$ cat config.mk
export PLATFORM = sky130hd
export DESIGN_NAME = mux_n_to_1_rr
export DESIGN_NICKNAME = d
export VERILOG_FILES = /design/src/rtl/mux_n_to_1_rr.sv
export SDC_FILE = /design/constraint.sdc
export NUM_CORES = 1
export LEC_CHECK = 0
export ABC_AREA = 1
export CORE_MARGIN = 10
export CORE_UTILIZATION = 35
export CTS_BUF_LIST = sky130_fd_sc_hd__clkbuf_16
export CTS_CLUSTER_DIAMETER = 30
export DETAILED_ROUTE_END_ITERATION = 7
export GPL_TIMING_DRIVEN = 0
export PLACE_DENSITY = 0.67
export REMOVE_ABC_BUFFERS = 1
export SLEW_MARGIN = 0
export SYNTH_ARGS = -nofsm -noshare
export SYNTH_HDL_FRONTEND = slang
export SYNTH_SLANG_ARGS = --single-unit
$ cat constraint.sdc
create_clock -name clk -period 2.8 [get_ports clk]
set_input_delay 0.28 -clock clk [delete_from_list [all_inputs] [get_ports clk]]
set_output_delay 0.28 -clock clk [all_outputs]
set_load 0.03 [all_outputs]
$ cat src/rtl/mux_n_to_1_rr.sv
// Registered N-to-1 round-robin multiplexer with valid/ready on every channel and on the output.
// Optional MUX_FORCE_SEL_EN adds force_en/force_sel to pin the grant to one channel.
//
// state | meaning
// EMPTY | output register holds no word (out_valid = 0)
// FULL  | output register holds a word from channel out_sel (out_valid = 1)
module mux_n_to_1_rr #(
    parameter int  WIDTH    = 4,
    parameter int  CHANNELS = 4,
    localparam int SEL_W    = (CHANNELS > 1) ? $clog2(CHANNELS) : 1
) (
    input  logic                      clk,
    input  logic                      rst,
    input  logic [CHANNELS*WIDTH-1:0] in_data,
    input  logic [CHANNELS-1:0]       in_valid,
    output logic [CHANNELS-1:0]       in_ready,
    output logic [WIDTH-1:0]          out_data,
    output logic                      out_valid,
    input  logic                      out_ready,
`ifdef MUX_FORCE_SEL_EN
    input  logic                      force_en,
    input  logic [SEL_W-1:0]          force_sel,
`endif
    output logic [SEL_W-1:0]          out_sel
);

    typedef enum logic {EMPTY = 1'b0, FULL = 1'b1} state_t;

    state_t             state;
    logic [SEL_W-1:0]   ptr;
    logic [SEL_W-1:0]   ptr_next;
    logic [SEL_W-1:0]   grant_idx;
    logic               grant_found;
    logic               rr_bypass;
    logic               load;
    logic               xfer_in;
    logic [WIDTH-1:0]   sel_data;
    int                 idx;

    assign out_valid = (state == FULL);
    assign load      = !out_valid || out_ready;
    assign xfer_in   = grant_found && load;

    // Search order ptr, ptr+1, ... wrapping at CHANNELS (not necessarily a power of two).
    always_comb begin
        grant_found = 1'b0;
        grant_idx   = '0;
        rr_bypass   = 1'b0;
        idx         = 0;
`ifdef MUX_FORCE_SEL_EN
        rr_bypass   = force_en;
`endif
        if (rr_bypass) begin
`ifdef MUX_FORCE_SEL_EN
            for (int j = 0; j < CHANNELS; j++) begin
                if (force_sel == SEL_W'(j) && in_valid[j]) begin
                    grant_found = 1'b1;
                    grant_idx   = SEL_W'(j);
                end
            end
`endif
        end else begin
            for (int i = 0; i < CHANNELS; i++) begin
                idx = int'(ptr) + i;
                if (idx >= CHANNELS)
                    idx = idx - CHANNELS;
                for (int j = 0; j < CHANNELS; j++) begin
                    if (!grant_found && idx == j && in_valid[j]) begin
                        grant_found = 1'b1;
                        grant_idx   = SEL_W'(j);
                    end
                end
            end
        end
    end

    always_comb begin
        sel_data = '0;
        in_ready = '0;
        for (int j = 0; j < CHANNELS; j++) begin
            if (grant_idx == SEL_W'(j))
                sel_data = in_data[j*WIDTH +: WIDTH];
            // Gated by rst so in_ready drops the moment reset asserts.
            in_ready[j] = !rst && xfer_in && (grant_idx == SEL_W'(j));
        end
    end

    assign ptr_next = (grant_idx == SEL_W'(CHANNELS - 1)) ? '0 : grant_idx + 1'b1;

    always_ff @(posedge clk or posedge rst) begin
        if (rst) begin
            state    <= EMPTY;
            out_data <= '0;
            out_sel  <= '0;
            ptr      <= '0;
        end else begin
            case (state)
                EMPTY: if (xfer_in) state <= FULL;
                FULL:  if (out_ready && !xfer_in) state <= EMPTY;
                default: state <= EMPTY;
            endcase
            if (xfer_in) begin
                out_data <= sel_data;
                out_sel  <= grant_idx;
                if (!rr_bypass)
                    ptr <= ptr_next;
            end
        end
    end

endmodule

==> impl_metrics.toml, run 1 <==
[placement]
dp_hpwl_um = 2130
gp_congestion = 0.854
portBuffers = 33

[route]
vias = 1114
ant_nets = 0
wirelength_met1_um = 1170
top_layer_used = "met3"
route.met2.wl_um = 1530
route.detailed.drc = 0
wirelength_um = 2980
drt_iter0_markers = 87
dr.pass1.iters = 5
wl_per_cell_um = 13.1
met3WireLength_um = 284
via_per_inst = 4.91

[status]
status = "finished clean"

[clock_tree]
cts_inserted_buffers = 3
cts_tree = "built"
clockBufferDepth = 2
h-tree-depth = 1
ctsRootBufferMaster = "clkbuf_16"
worstSkewPairLatency_ps = 230
clk_pin_slew_worst_paths_ps = 40
cts_sinks = 9
postCtsHoldBufs = 0

[setup_path]
worstPathCellList = "inv_2, nand2_2, nand3_2, nand2_2, nor2_2, nand4_1, nor2_2, nand4_2, nor2_2, nand4_1, nand2_4, inv_6, ha_4, inv_4, nor2_1, buf_4"
crit_path_end_kind = "primary output"
reg2reg_depth = 18
worst-setup-path-type = "reg -> out"
crit_fanout = 8
cp.buffers_inverters = 4
crit_top_cell = "nor2_2"
critPathRequiredTime_ps = 2520
cp-start-kind = "flop"
r2r-start = "ptr[0]"
critPathMaxStageDelay_ps = 470
path_delay_family = "simple AND/OR/NAND/NOR gates"
worstReg2RegEnd = "out_data[1]"
cp_data_arrival_time_ps = 2460
crit_path_top_delay_cell = "dfrtp_2"
rrSetupSlack_ps = 140

[sta]
worst_slew_pin_slew_ps = 382
finalClockSkew_ps = 4.41
finalSetupViolCount = 0
hold_viol_final = 0
finalMaxSlewViolations = 0
holdWs_ps = 321
fmax_mhz = 365
rsz0062_at_grt = "yes"
post-route-min-period_ps = 2740
tns_ps = 0
finalCritPeriodShare_pct = 97.9
maxSlewHeadroom_pct = 74.5

[floorplan]
die_area_sq_um = 4880
fp.dieW_um = 69.8
start_util_pct = 35.8
die_y_um = 69.8
rows = 18
ioPinCount = 34
core-area_sq_um = 2430

[global_routing]
grt_first_pass_wirelength_um = 4400
grt_pass1_vias = 1069
grt.total_usage_pct = 10.5
grt_max_degree = 15
antenna_found_initial = 0
overflow = 0

[power_and_ir_drop]
powerDensity_nw_per_um2 = 1490
ir_drop_mv = 0.889
p_leak_nw = 0.754
fin_total_pwr_mw = 2.33

[final_layout]
nets = 225
area_growth_pct = 80.0
layout-drive-gt1-share_pct = 29.4
fillerInstances = 216
n_antenna_cell = 0

[synth]
synth_cells = 142
syn_area_per_cell_sq_um = 6.12
syn_area_sq_um = 870
yosysSeqAreaShare_pct = 25.9
yosys_warnings = 0
yosysUniqueCellTypes = 20
ys_ff_latch = 9

[flow_run]
drv_cap = 0

[hold_path]
min_path_type = "in -> async"
metrics by stage:
| step | setup WS [ps] | cells | util (%) | instance area, sq um |
|---|---|---|---|---|
| floorplan | 265 | 139 | - | 847 |
| global placement | -688 | 202 | 49.9 | 1210 |
| detailed placement | -697 | 202 | 49.9 | 1210 |
| CTS | 4.33 | 213 | 56.4 | 1370 |
| global route | -109 | 227 | 64.4 | 1570 |
| finish | 58.3 | 227 | 64.4 | 1570 |
flip-flops by register name, indices dropped and copies added, names as in the netlist:
name,flops
out_data,4
ptr,2
out_valid,1
out_sel,2
how the worst max path moves through the flow:
stage	start	to	cells after the start
4_1_cts	in_valid[2]	in_ready[0]	18
3_5_place_dp	in_valid[1]	in_ready[2]	17
3_3_place_gp	in_valid[1]	in_ready[2]	17
6_report	ptr[0]	in_ready[2]	16
2_1_floorplan	ptr[1]	in_ready[3]	14
5_1_grt	ptr[1]	in_ready[1]	15
what timing repair did:
item,CTS,global route
gates cloned,0,0
resized for setup,38,29
hold endpoints to repair,0,0
pin swaps,3,9
endpoints found under the setup margin,6,8
buffers inserted,7,14
synth_stat cells:
cell	count	share of area, %
o21ai_1	3	1.7
nand2_2	1	0.72
mux2i_1	4	4.6
nand4_1	4	2.9
nand4_2	1	1.4
nand2_1	34	15
buf_4	1	0.86
nor3_1	3	1.7
ha_1	4	5.8
buf_6	1	1.3
o21ai_0	5	2.9
a21oi_1	8	4.6
nor2_1	24	10
inv_2	1	0.43
inv_1	21	9.1
nor2_2	2	1.4
dfrtp_1	9	26
nand3_1	14	8.1
nor3_2	1	1.2
buf_1	1	0.43
metal layers:
layer  up-vias  track usage, %
met5         -               0
met4         0            2.41
met3         0            5.87
met2        41            19.1
met1       510            9.87
li1        563               -
layout by cell type, fill, tap and decap left out, types with 5 or more instances in the layout:
master,synthesis,final
a21oi_1,8,8
buf_4,1,21
clkdlybuf4s50_1,0,26
dfrtp_1,9,7
inv_1,21,15
nand2_1,34,28
nand2_2,1,5
nand3_1,14,13
nor2_1,24,20
nor2_2,2,5
o21ai_1,3,5
logic make-up (layout without fill, tap and decap cells):
| kind of cell | count (synthesis) | count (layout) | share of synthesized area (%) |
|---|---|---|---|
| and+or+nand+nor | 84 | 84 | 42.4 |
| buffers and inverters | 25 | 80 | 12.1 |
| AOI/OAI and AO/OA | 16 | 16 | 9.21 |
| DFF | 9 | 9 | 25.9 |
| adders and majority gates | 4 | 4 | 5.76 |
| muxes | 4 | 4 | 4.60 |
cell type report:
class / count / area, sq um / share of cell area (%)
Sequential cell: 9 / 228 / 14.5
Timing Repair Buffer: 54 / 493 / 31.5
Clock buffer: 3 / 75.1 / 4.80
Multi-Input combinational cell: 108 / 634 / 40.5
Clock inverter: 1 / 5.00 / 0.320
Inverter: 22 / 92.6 / 5.92
Tap cell: 30 / 37.5 / 2.40
report_power, final:
part	internal (mW)	switching, mW	total, mW
Clock	0.188	0.0620	0.250
Combinational	0.883	0.948	1.83
Sequential	0.194	0.0594	0.253
Total	1.26	1.07	2.33
No activity file was read; power rests on OpenSTA's default activity.
==> run 2, diff against run 1 <==
Settings changed: SLEW_MARGIN 0 to 20.
==> results of run 2 <==
Final layout, timing and power as in run 1 (identical DEF).
